===== config.mk =====
export PLATFORM = sky130hd
export DESIGN_NAME = fir_tap_sched
export DESIGN_NICKNAME = d
export VERILOG_FILES = /design/src/rtl/fir_pkg.sv /design/src/rtl/fir_mac.sv /design/src/rtl/fir_tap_sched.sv
export SDC_FILE = /design/constraint.sdc
export NUM_CORES = 2
export LEC_CHECK = 0
export ABC_AREA = 1
export BUFFER_PORTS_ARGS = -buffer_cell sky130_fd_sc_hd__buf_2
export CAP_MARGIN = 5
export CORE_MARGIN = 5
export CORE_UTILIZATION = 61
export CTS_CLUSTER_SIZE = 10
export DETAILED_ROUTE_END_ITERATION = 7
export GPL_TIMING_DRIVEN = 0
export PLACE_DENSITY = 0.92
export SETUP_SLACK_MARGIN = 0.3
export SLEW_MARGIN = 20
export SYNTH_ARGS = -nofsm -noshare
export SYNTH_HDL_FRONTEND = slang
export SYNTH_HIERARCHICAL = 1
export SYNTH_SLANG_ARGS = --single-unit

===== constraint.sdc =====
create_clock -name axis_clk -period 9.5 [get_ports axis_clk]
set_clock_uncertainty 0.2 [all_clocks]
set_input_delay 2.375 -clock axis_clk [delete_from_list [all_inputs] [get_ports axis_clk]]
set_output_delay 2.375 -clock axis_clk [all_outputs]
set_load 0.02 [all_outputs]

===== src/rtl/fir_pkg.sv =====
// Shared types and constants for the single-MAC FIR sequencer and its datapath.
package fir_pkg;

    typedef enum logic [2:0] {
        S_IDLE,
        S_CLEAR,
        S_WAIT_IN,
        S_MAC,
        S_OUT,
        S_DONE
    } state_t;

    localparam int TAP_NUM_DEF = 11;
    localparam int WORD_BYTES  = 4;

    localparam logic [31:0] SAT_MAX = 32'h7FFF_FFFF;
    localparam logic [31:0] SAT_MIN = 32'h8000_0000;

endpackage


===== src/rtl/fir_mac.sv =====
// Multiply-accumulate for the FIR engine: one product per enabled cycle, registered accumulator.
// FIR_SAT_EN selects saturating accumulation; otherwise the sum wraps.
module fir_mac
    import fir_pkg::*;
#(
    parameter int DW = 32
) (
    input  logic          clk,
    input  logic          rst,
    input  logic          clr,
    input  logic          en,
    input  logic [DW-1:0] tap,
    input  logic [DW-1:0] dat,
    output logic [DW-1:0] acc
);

    logic [DW-1:0] prod;
    logic [DW-1:0] sum;
    logic [DW-1:0] acc_next;

    // Low DW bits of a product do not depend on operand signedness.
    assign prod = tap * dat;
    assign sum  = acc + prod;

`ifdef FIR_SAT_EN
    logic ovf;
    assign ovf = (acc[DW-1] == prod[DW-1]) && (sum[DW-1] != acc[DW-1]);

    always_comb begin
        acc_next = sum;
        if (ovf) begin
            acc_next = acc[DW-1] ? DW'(SAT_MIN) : DW'(SAT_MAX);
        end
    end
`else
    assign acc_next = sum;
`endif

    always_ff @(posedge clk) begin
        if (rst || clr) begin
            acc <= '0;
        end else if (en) begin
            acc <= acc_next;
        end
    end

endmodule


===== src/rtl/fir_tap_sched.sv =====
// FIR sequencer: clears the data ring, takes one sample per ss handshake, walks TAP_NUM taps,
// emits one result TAP_NUM+2 cycles after the input handshake; sm backpressure stalls only OUT.
module fir_tap_sched
    import fir_pkg::*;
#(
    parameter int pADDR_WIDTH = 12,
    parameter int pDATA_WIDTH = 32,
    parameter int TAP_NUM     = TAP_NUM_DEF
) (
    input  logic                   axis_clk,
    input  logic                   axis_rst,
    input  logic                   ap_start,
    input  logic [31:0]            data_length,
    input  logic                   ss_tvalid,
    input  logic [pDATA_WIDTH-1:0] ss_tdata,
    input  logic                   ss_tlast,
    output logic                   ss_tready,
    output logic                   sm_tvalid,
    output logic [pDATA_WIDTH-1:0] sm_tdata,
    output logic                   sm_tlast,
    input  logic                   sm_tready,
    output logic                   data_we,
    output logic [pADDR_WIDTH-1:0] data_addr,
    output logic [pDATA_WIDTH-1:0] data_wdata,
    input  logic [pDATA_WIDTH-1:0] data_rdata,
    output logic [pADDR_WIDTH-1:0] tap_addr,
    input  logic [pDATA_WIDTH-1:0] tap_rdata,
    output logic                   busy,
    output logic                   done,
    output logic                   tlast_err
);

    localparam int IW = $clog2(TAP_NUM + 1);
    localparam logic [IW-1:0] LAST  = IW'(TAP_NUM - 1);
    localparam logic [IW-1:0] DRAIN = IW'(TAP_NUM);

    state_t                 state;
    logic [IW-1:0]          k;
    logic [IW-1:0]          head;
    logic [31:0]            cnt;
    logic [31:0]            len;
    logic [pDATA_WIDTH-1:0] sample;
    logic                   mac_clr;
    logic                   mac_en;
    logic [pDATA_WIDTH-1:0] mac_dat;

    function automatic logic [pADDR_WIDTH-1:0] waddr(input logic [IW-1:0] idx);
        return pADDR_WIDTH'(idx) * pADDR_WIDTH'(WORD_BYTES);
    endfunction

    function automatic logic [IW-1:0] ring_idx(input logic [IW-1:0] h, input logic [IW-1:0] d);
        return (h >= d) ? (h - d) : (h + IW'(TAP_NUM) - d);
    endfunction

    assign ss_tready = (state == S_WAIT_IN);

    // The newest sample is written and read at the same address in the same cycle,
    // so its product takes the registered copy rather than relying on RAM collision behaviour.
    assign mac_clr = (state == S_WAIT_IN) && ss_tvalid;
    assign mac_en  = (state == S_MAC) && (k != '0);
    assign mac_dat = (k == IW'(1)) ? sample : data_rdata;

    fir_mac #(.DW(pDATA_WIDTH)) u_mac (
        .clk (axis_clk),
        .rst (axis_rst),
        .clr (mac_clr),
        .en  (mac_en),
        .tap (tap_rdata),
        .dat (mac_dat),
        .acc (sm_tdata)
    );

    always_ff @(posedge axis_clk) begin
        if (axis_rst) begin
            state      <= S_IDLE;
            k          <= '0;
            head       <= '0;
            cnt        <= '0;
            len        <= '0;
            sample     <= '0;
            sm_tvalid  <= 1'b0;
            sm_tlast   <= 1'b0;
            data_we    <= 1'b0;
            data_addr  <= '0;
            data_wdata <= '0;
            tap_addr   <= '0;
            busy       <= 1'b0;
            done       <= 1'b0;
            tlast_err  <= 1'b0;
        end else begin
            done <= 1'b0;
            case (state)
                S_IDLE: begin
                    if (ap_start) begin
                        len        <= data_length;
                        cnt        <= '0;
                        tlast_err  <= 1'b0;
                        k          <= '0;
                        data_we    <= 1'b1;
                        data_addr  <= waddr('0);
                        data_wdata <= '0;
                        busy       <= 1'b1;
                        state      <= S_CLEAR;
                    end
                end
                S_CLEAR: begin
                    if (k == LAST) begin
                        data_we <= 1'b0;
                        head    <= '0;
                        k       <= '0;
                        if (len == '0) begin
                            done  <= 1'b1;
                            state <= S_DONE;
                        end else begin
                            state <= S_WAIT_IN;
                        end
                    end else begin
                        k         <= k + IW'(1);
                        data_addr <= waddr(k + IW'(1));
                    end
                end
                S_WAIT_IN: begin
                    if (ss_tvalid) begin
                        sample     <= ss_tdata;
                        data_we    <= 1'b1;
                        data_addr  <= waddr(head);
                        data_wdata <= ss_tdata;
                        tap_addr   <= waddr('0);
                        k          <= '0;
                        if (ss_tlast != (cnt + 32'd1 == len)) begin
                            tlast_err <= 1'b1;
                        end
                        state <= S_MAC;
                    end
                end
                S_MAC: begin
                    data_we <= 1'b0;
                    // k == DRAIN is the cycle the last read returns; addresses stop at LAST.
                    if (k == DRAIN) begin
                        head      <= (head == LAST) ? '0 : head + IW'(1);
                        k         <= '0;
                        sm_tvalid <= 1'b1;
                        sm_tlast  <= (cnt + 32'd1 == len);
                        state     <= S_OUT;
                    end else begin
                        k <= k + IW'(1);
                        if (k != LAST) begin
                            tap_addr  <= waddr(k + IW'(1));
                            data_addr <= waddr(ring_idx(head, k + IW'(1)));
                        end
                    end
                end
                S_OUT: begin
                    if (sm_tready) begin
                        sm_tvalid <= 1'b0;
                        sm_tlast  <= 1'b0;
                        cnt       <= cnt + 32'd1;
                        if (cnt + 32'd1 == len) begin
                            done  <= 1'b1;
                            state <= S_DONE;
                        end else begin
                            state <= S_WAIT_IN;
                        end
                    end
                end
                S_DONE: begin
                    busy  <= 1'b0;
                    state <= S_IDLE;
                end
                default: state <= S_IDLE;
            endcase
        end
    end

endmodule

## Word-level counts from Yosys, hierarchy flattened

Cells that the tools add are included.

- Input port bits: 134
- Flip-flop bits (word level): 201

- $lt $le $gt $ge: 1
- $add $sub $neg: 7
- Reductions and logical operators: 26
- Multiply operators: 1
- Multiplexer cells: 53
- Equal/unequal tests: 21

Operator list:

| cell | number |
|---|---|
| two-way mux 32 bit | 4 |
| one-hot mux 32 bit (2 select lines) | 2 |
| two-way mux 12 bit | 8 |
| one-hot mux 12 bit (4 select lines) | 1 |
| adder 32 x 1 -> 32 bit, second input constant | 1 |
| adder 32 bit | 1 |
| == test 32 bit | 1 |
| zero test 32 bit | 1 |
| multiplier 32 x 32 -> 32 bit | 1 |
| two-way mux 4 bit | 8 |
| one-hot mux 12 bit (2 select lines) | 1 |
| two-way mux 3 bit | 7 |
| one-hot mux 4 bit (4 select lines) | 1 |
| one-hot mux 3 bit (5 select lines) | 1 |
| AND reduction 3 bit | 5 |
| two-way mux 1 bit | 13 |
| == test 4 bit, second input constant | 3 |
| != test 2 bit, second input constant | 6 |
| AND reduction 4 bit | 3 |
| nonzero test 2 bit | 6 |
| one-hot mux 1 bit (2 select lines) | 5 |
| adder 4 x 1 -> 4 bit, second input constant | 2 |
| one-hot mux 4 bit (2 select lines) | 1 |
| nonzero test 4 bit | 2 |
| other kinds (17) | 25 |

## Depth between registers and ports, before layout

- Word-level depth: 6
- Depth in mapped cells: 40
- Mapped depth without buffers: 37

## Modules after synthesis

The synthesis kept the hierarchy.

By module, submodules not included:

| module | times used | area each (µm²) | cells each |
|---|---|---|---|
| fir_mac | 1 | 19063.3 | 2615 |
| fir_tap_sched | 1 | 8354.3 | 1245 |

## Worst setup path before layout

OpenSTA, ideal clock, no wires.

- Kind: input to register
- Start point: input port data_rdata[3]
- End point: register u_mac.acc[28]
- Setup slack: 492 ps
- Required time: 9185 ps
- Data arrival time: 8692 ps
- Stages: 30
- Path buffers: 2
- Setup time: 115 ps
- Path through: mux2_2 -> clkbuf_1 -> clkbuf_1 -> nand2_1 -> inv_1 -> fa_1 -> fa_1 -> fa_1 -> inv_1 -> fa_1 -> inv_1 -> fa_1 -> inv_1 -> fa_1 -> inv_1 -> fa_1 -> inv_1 -> fa_1 -> inv_1 -> ha_1 -> nand2_1 -> nor2_1 -> and2_1 -> nand4_1 -> nand3_1 -> a21o_1 -> a21oi_1 -> xor2_1 -> o21ai_0 -> inv_1

- Word-level cells in the longest chain between the ends: 3

Ends and longest elaborated chain:

| item | RTL line | source |
|---|---|---|
| start, declared | fir_tap_sched.sv:25 | `input logic [pDATA_WIDTH-1:0] data_rdata,` |
| two-way mux 32 bit | fir_tap_sched.sv:61 | `assign mac_dat = (k == IW'(1)) ? sample : data_rdata;` |
| multiplier 32 x 32 -> 32 bit | fir_mac.sv:22 | `assign prod = tap * dat;` |
| adder 32 bit | fir_mac.sv:23 | `assign sum = acc + prod;` |
| end signal, assigned | fir_mac.sv:43 | `acc <= acc_next;` |
| end, declared | fir_mac.sv:14 | `output logic [DW-1:0] acc` |

Every way passes these cells.
A chain may end at the register's enable or synchronous reset.

## Worst setup path after layout

- Start point: input port tap_rdata[7]
- End point: register u_mac.acc[28]

- Word-level cells in the longest chain between the ends: 2

Ends and longest elaborated chain:

| item | RTL line | source |
|---|---|---|
| start, declared | fir_tap_sched.sv:27 | `input logic [pDATA_WIDTH-1:0] tap_rdata,` |
| multiplier 32 x 32 -> 32 bit | fir_mac.sv:22 |  |
| adder 32 bit | fir_mac.sv:23 |  |

Every way passes these cells.

==> metrics <==
proportion of layout cells with a drive suffix above 1 0.113; fillcell total 3524; vias 26000; total grt overflow 0; largest family of logic cells by synthesized area adder cells; number of synthesized register bits 185; RSZ-0062 raised after global routing yes; post-synthesis cell count 3860; Die Height 222 um; cell with the most instances after synthesis nand2_1; post-synthesis mux area share 0.0131; Hold WC Path Type reg -> reg; top cells by count, synth nand2_1 (1097), inv_1 (1047), fa_1 (441), a21oi_1 (208), dfxtp_1 (185); core area 0.0443 sq mm; Setup TNS Final 0 ps; predominant post-synthesis flop cell dfxtp_1; DRC Markers 3; die area 0.0493 sq mm; Reg clk slew, reported paths 70 ps; post-route ant nets 0; worst path bufs/invs 10; initial antenna violation count 2; Worst Setup End Kind flop; clock buffer depth 2; xor-xnor portion of the synthesized cell area 0.0131; fmax 109 MHz; crit-path max FO 10; simple-gate share of the synthesized area 0.217; adder-cell share of the synthesized area 0.385; slowest stage delay, CP 640 ps; Worst EP arrival 9350 ps; GRT Overall Usage 0.356; Top delay family on crit path adder cells; largest net degree at the start of global routing 18; Area growth, synth to finish 10.8%; # rows 77; WL/cell 18.9 um; Final Cycle Share 0.965; Die W 222 um; YS warnings 6; DR pass1 iterations 8; critical path required time 9680 ps; first-pass GRT wire length 138000 um; Slew Limit Fails 0; I/O Pins 229; Mapped Area 0.0274 sq mm; vias in the first global route 26100; root buf cell clkbuf_16; Yosys cell types 41; count of endpoints failing hold in the final timing report 0; CTS sink cnt 185; 1st-iter DRT viols 3436; startpoint types input pin; sequential-to-total area share from yosys stat 0.135; Worst Tran Pin Value 1240 ps; CTS hold repair buffers 0; GPL Wtd Cong 1.03; syn avg cell area 7.10 sq um; Worst path slowest cell clkbuf_1; status finished, violations left; Nets 4823; Initial Util 0.619; worst-skew pair later-pin latency 500 ps; final setup fails 0; most frequent cell on the critical path fa_1; top post-synthesis cells by area fa_1 (32%), nand2_1 (15%), inv_1 (14%), dfxtp_1 (14%), ha_1 (6.3%); CTS buffer count 17; kind of critical path in -> reg; max_cap viols 0; Compound-Gate Fraction of Synth Area 0.0632; post-synth top area share 0.322; Rel. slew slack 0.171; dpl hpwl 71600 um; Detailed Route WL 89000 um; failing checks design-rule violations; Vias/cell 5.52; EDFF count, synth 0; largest area contributor in the netlist fa_1; CTS HTree Levels 4; CTS tree yes; Period minus WS final 9170 ps; asr flop ratio synth 0; port bufs 199
[stage by stage]
| step | hold WS (ps) | std cells | utilization | area, sq um | setup WS (ps) |
|---|---|---|---|---|---|
| finish | 260 | 4715 | 0.685 | 30400 | 328 |
| global route | 276 | 4715 | 0.685 | 30400 | 250 |
| CTS | 259 | 4698 | 0.677 | 30000 | 285 |
| detailed placement | 248 | 4666 | 0.659 | 29200 | -969 |
| global placement | 235 | 4666 | 0.659 | 29200 | -867 |
| floorplan | 238 | 3875 | - | 27500 | 492 |
[registers in the layout (all words and copies together), names as in the netlist]
| signal | flops |
|---|---|
| data_addr | 4 |
| done | 1 |
| cnt | 32 |
| head | 4 |
| busy | 1 |
| tlast_err | 1 |
| state | 3 |
| u_mac/acc | 32 |
| sample | 32 |
| sm_tvalid | 1 |
| len | 32 |
| k | 4 |
| sm_tlast | 1 |
| tap_addr | 4 |
| data_we | 1 |
| data_wdata | 32 |
[layer usage]
layer,track usage,share of wire,routed length (um),vias up
met1,0.436,0.35,31000,12100
li1,-,-,-,11700
met4,0.246,0.084,7480,0
met5,0,0,0,-
met3,0.0825,0.12,10900,450
met2,0.558,0.44,39600,1777
[worst paths after layout]
| kind | start | end | slack (ps) | cells past startpoint |
|---|---|---|---|---|
| setup / recovery | tap_rdata[7] | u_mac/acc[28]$_SDFFE_PP0P_ | 330 | 29 |
| hold / removal | tlast_err$_SDFFE_PP0P_ | tlast_err$_SDFFE_PP0P_ | 260 | 2 |
| setup reg to reg | k[1]$_SDFFE_PP0P_ | u_mac/acc[28]$_SDFFE_PP0P_ | 650 | 33 |
| hold reg to reg | tlast_err$_SDFFE_PP0P_ | tlast_err$_SDFFE_PP0P_ | 260 | 2 |
[cells in the final DEF, fill, tap and decap left out, types with 6 or more instances in the layout]
master / instances
dfxtp_1: 185
nor3_1: 8
nand3_1: 140
nand2_4: 6
conb_1: 16
ha_1: 134
clkbuf_1: 62
clkbuf_16: 19
nor2_1: 142
inv_1: 1040
buf_6: 7
nand2_2: 14
o21ai_0: 77
buf_2: 227
o21ai_1: 11
xor2_1: 28
a21oi_2: 7
nor2_2: 9
fa_1: 438
nand4_1: 23
xnor2_1: 13
mux2_2: 27
buf_4: 46
nor2_4: 8
a21oi_1: 202
o211ai_1: 6
clkbuf_2: 30
nand3b_1: 7
o221ai_1: 6
inv_2: 19
nand2_1: 1089
[tightest hold or removal path, stage by stage, from the launching register on]
cell and delay (ps):
dfxtp_1 320, inv_1 50, a21oi_1 50
[cell families after synthesis]
logic type	after synthesis
AOI/OAI and AO/OA	328
xor gates and xnor gates	41
adders and majority gates	580
buffers and inverters	1228
DFF	185
muxes	32
other	1
and+or+nand+nor	1465
[what timing repair did]
item / CTS / global route
pin swaps: 8 / 25
buffers inserted: 1 / 14
gates resized for setup: 68 / 111
endpoints found under the setup margin: 13 / 12
gates cloned: 0 / 1
[area by class of cell]
| cell class | instances | area, sq um | area share |
|---|---|---|---|
| flip-flops and latches | 185 | 3700 | 0.122 |
| clock buffers | 19 | 453 | 0.0149 |
| inverters | 1061 | 3980 | 0.131 |
| multi-input cells | 2462 | 19300 | 0.634 |
| diodes | 2 | 5.00 | 0.000165 |
| repair buffers | 215 | 1130 | 0.0371 |
| plain buffers | 167 | 937 | 0.0309 |
| well taps | 592 | 741 | 0.0244 |
| clock inverters | 12 | 160 | 0.00527 |
Power is left out: the tool's default activity adds up to more than one toggle a clock period on the data nets, which glitch-free logic cannot reach.
